$ cat src/rtl/scan_shift_ctrl.sv
// scan_shift_ctrl: serially launches a parallel pattern into an external DFF scan chain.
// It also unloads the previous chain contents, then issues a one-cycle capture strobe.
module scan_shift_ctrl #(
    parameter int WIDTH = 8
) (
    input  logic             CLK,
    input  logic             R,
    input  logic             VALID,
    input  logic [WIDTH-1:0] DIN,
    output logic             READY,
    output logic             SE,
    output logic             SO,
    input  logic             SI,
    output logic             CAP,
    output logic [WIDTH-1:0] DOUT,
    output logic             DOUT_VALID
);

    localparam int CW = $clog2(WIDTH);
    localparam logic [CW-1:0] CNT_LAST = CW'(WIDTH - 1);

    typedef enum logic [1:0] {
        ST_IDLE    = 2'd0,
        ST_SHIFT   = 2'd1,
        ST_CAPTURE = 2'd2
    } state_t;

    state_t           state_r;
    state_t           state_s;
    logic [WIDTH-1:0] sreg_r;
    logic [WIDTH-1:0] dout_r;
    logic [CW-1:0]    cnt_r;
    logic [WIDTH-1:0] shifted_s;
    logic             last_s;

    // Outgoing bit leaves the MSB while the chain tail enters the LSB.
    assign shifted_s = {sreg_r[WIDTH-2:0], SI};
    assign last_s    = (cnt_r == CNT_LAST);
    assign DOUT      = dout_r;

    // Controller state register
    always_ff @(posedge CLK or negedge R) begin
        if (!R) begin
            state_r <= ST_IDLE;
        end else begin
            state_r <= state_s;
        end
    end

    // Next-state logic and output decode from registered state
    always_comb begin
        state_s    = state_r;
        READY      = 1'b0;
        SE         = 1'b0;
        SO         = 1'b0;
        CAP        = 1'b0;
        DOUT_VALID = 1'b0;
        case (state_r)
            ST_IDLE: begin
                READY = 1'b1;
                if (VALID) begin
                    state_s = ST_SHIFT;
                end else begin
                    state_s = ST_IDLE;
                end
            end
            ST_SHIFT: begin
                SE = 1'b1;
                SO = sreg_r[WIDTH-1];
                if (last_s) begin
                    state_s = ST_CAPTURE;
                end else begin
                    state_s = ST_SHIFT;
                end
            end
            ST_CAPTURE: begin
                CAP        = 1'b1;
                DOUT_VALID = 1'b1;
                state_s    = ST_IDLE;
            end
            default: begin
                state_s = ST_IDLE;
            end
        endcase
    end

    // Pattern/response shift register, bit counter and unload register
    always_ff @(posedge CLK or negedge R) begin
        if (!R) begin
            sreg_r <= {WIDTH{1'b0}};
            cnt_r  <= {CW{1'b0}};
            dout_r <= {WIDTH{1'b0}};
        end else begin
            case (state_r)
                ST_IDLE: begin
                    if (VALID) begin
                        sreg_r <= DIN;
                        cnt_r  <= {CW{1'b0}};
                    end
                end
                ST_SHIFT: begin
                    sreg_r <= shifted_s;
                    cnt_r  <= cnt_r + CW'(1);
                    // Final shift edge: the response is complete, including this SI bit.
                    if (last_s) begin
                        dout_r <= shifted_s;
                    end
                end
                default: begin
                    sreg_r <= sreg_r;
                end
            endcase
        end
    end

endmodule

$ cat config.mk
export PLATFORM = sky130hd
export DESIGN_NAME = scan_shift_ctrl
export DESIGN_NICKNAME = d
export VERILOG_FILES = /design/src/rtl/scan_shift_ctrl.sv
export SDC_FILE = /design/constraint.sdc
export NUM_CORES = 1
export LEC_CHECK = 0
export CAP_MARGIN = 0
export CELL_PAD_IN_SITES_DETAIL_PLACEMENT = 0
export CELL_PAD_IN_SITES_GLOBAL_PLACEMENT = 1
export CORE_MARGIN = 8
export CORE_UTILIZATION = 37
export CTS_CLUSTER_SIZE = 8
export DETAILED_ROUTE_END_ITERATION = 6
export GPL_ROUTABILITY_DRIVEN = 0
export PLACE_DENSITY = 0.83
export SLEW_MARGIN = 20
export SYNTH_ARGS = -nofsm -noshare
export SYNTH_HDL_FRONTEND = slang
export SYNTH_SLANG_ARGS = --single-unit
$ cat constraint.sdc
create_clock -name CLK -period 1.6 [get_ports CLK]
set_input_delay 0.48 -clock CLK [delete_from_list [all_inputs] [get_ports CLK]]
set_output_delay 0.48 -clock CLK [all_outputs]
set_load 0.05 [all_outputs]
==> results.ini <==
[layout]
layout_common_cells = dfrtp_1, buf_12, clkdlybuf4s50_1
final_common_cell = dfrtp_1
syn_to_final_growth_pct = 52.5
nets = 126
fin_area_um2 = 1490
drive_gt1_frac = 0.396
diodes = 0

[timing]
fin_ws_ns = -0.0777
fin_hold_ws_ns = 0.497
setup_viol = 4
fmax_ghz = 0.596
final_max_slew_viol_count = 0
fin_skew_ns = 0.0109
tns_ns = -0.210
max-slew-margin-rel = 0.804
period_minus_slack_ns = 1.68
finalHoldViolations = 0
rsz0062_at_grt = yes
tightest_slew_ns = 0.294
period_share = 1.05

[worst_setup_path]
worst-setup-path-type = reg -> out
cp_data_required_time_ns = 1.12
cp_max_fo = 2
critPathArrivalTime_ns = 1.20
setup.worst_path.start_class = flop
end_kind = output port

[routing]
drc = 0
wirelength_mm = 2.19
drt_iter0_drc = 13
vias = 743
first_pass_iters = 5
ant_nets = 0
routed_via_density = 5.27
wl_per_cell_um = 15.5

[synth]
syn_inst = 78
synth_top_area_share = 0.539
synth_seq_cells = 21
syn_area_um2 = 975
yosys.area.top_type = dfrtp_1
synth.distinct_cells = 23
synth_warnings = 0
syn_avg_cell_area_um2 = 12.5
ys_seq_area_frac = 0.539
syn_nets = 92
synth.area.top_cells = dfrtp_1, mux2_4, o32ai_1

[die]
die_x_um = 67.3
rows = 18
die_h_um = 67.3
start_util = 0.393
dieArea_um2 = 4530
ios = 25
core_area_um2 = 2480

[global_routing]
grt_overflow = 0
grt_pass1_vias = 791
antenna_found_initial = 0
track_usage = 0.107
grt_pass1_wl_mm = 3.63
grt_max_degree = 22

[cts]
clk_pin_slew_ns = 0.12
clkSinkCount = 21
cts_root_buf = clkbuf_4
cts_buffers = 3
cts-hold-fix-buffers = 0
htree_levels = 1
clock_path_buffers = 2
cts_tree = yes
clock_latency_ns = 0.31

[power]
totalPowerFinal_mw = 3.38
max-vdd-ir-drop_mv = 1.58
power_density_nw_per_um2 = 2270
p_leak_nw = 0.657

[status]
status = complete, but fails checks
violations = setup timing

[worst_hold_path]
hold_path_class = in -> async

[placement]
dp_hpwl_mm = 1.57
placed_cell_area_um2 = 1420
io_buffers = 24

[run]
max_cap_violations = 0

## path summary, 6_finish.rpt
check,startpoint,to,slack (ns),cells after the start
setup / recovery,state_r[1],SO,-0.08,4
hold / removal,R,DOUT[4],0.50,2
setup reg to reg,state_r[0],sreg_r[7],0.16,5
hold reg to reg,cnt_r[0],cnt_r[0],0.52,1
max in group asynchronous,R,state_r[1],0.88,2
min in group CLK,cnt_r[0],cnt_r[0],0.52,1
## through the flow
stage	setup WS (ns)	std cells	util
2_1_floorplan	-0.0238	78	-
3_3_place_gp	-0.0387	134	0.571
3_5_place_dp	-0.0493	134	0.571
4_1_cts	-0.0914	141	0.600
5_1_grt	-0.139	141	0.600
6_report	-0.0777	141	0.600
## registers in the layout, indices dropped and copies added, names as in the netlist
name,count
state_r,2
DOUT,8
sreg_r,8
cnt_r,3
## critical path: stages, from the launching register on
cell      delay [ns]
dfrtp_1         0.41
nand2b_4        0.17
inv_8           0.05
and2_4          0.14
buf_12          0.13
## power by group
part | internal (mW) | leakage (nW) | switching, mW
combinational | 1.08 | 0.399 | 0.998
clock | 0.0933 | 0.0177 | 0.158
sequential | 0.788 | 0.240 | 0.263
total | 1.96 | 0.657 | 1.42
## Yosys cell counts (all sizes together)
cell type / instances
o21ai: 1
nand2: 2
o21bai: 1
dfrtp: 21
and2: 1
inv: 4
a22o: 2
buf: 4
o32ai: 8
clkbuf: 1
mux2: 8
or2: 1
o22ai: 8
nor2: 11
nand2b: 2
ha: 2
mux2i: 1
## kinds of logic (layout without fill, tap and decap cells)
logic type                 count (synthesis)  count (layout)  share of synthesized area
muxes                                      9               9                      0.134
DFF                                       21              21                      0.539
AOI/OAI and AO/OA                         20              20                      0.154
buffers and inverters                      9              42                     0.0552
and+or+nand+nor                           17              17                     0.0924
adders and majority gates                  2               2                     0.0257
## metal layers
layer,vias up,part of all wire,GRT usage
met1,354,0.42,0.130
met4,0,0.014,0.0339
met5,-,0,0
met3,4,0.090,0.0480
li1,356,-,-
met2,29,0.48,0.165
## what timing repair did
item,in CTS,in global routing
endpoints found under the setup margin,5,5
setup buffers,3,0
resized for setup,7,0
gates cloned,0,0
pin swaps,2,0
endpoints found under the hold margin,0,0
## area by class of cell
class | count | area, µm²
inverter | 4 | 22.5
timing repair buffer | 34 | 453
sequential | 21 | 526
multi-input combinational | 48 | 420
tap | 30 | 37.5
clock inverter | 1 | 5.00
fill | 226 | 991
clock buffer | 3 | 22.5
No activity file was read; power rests on OpenSTA's default activity.
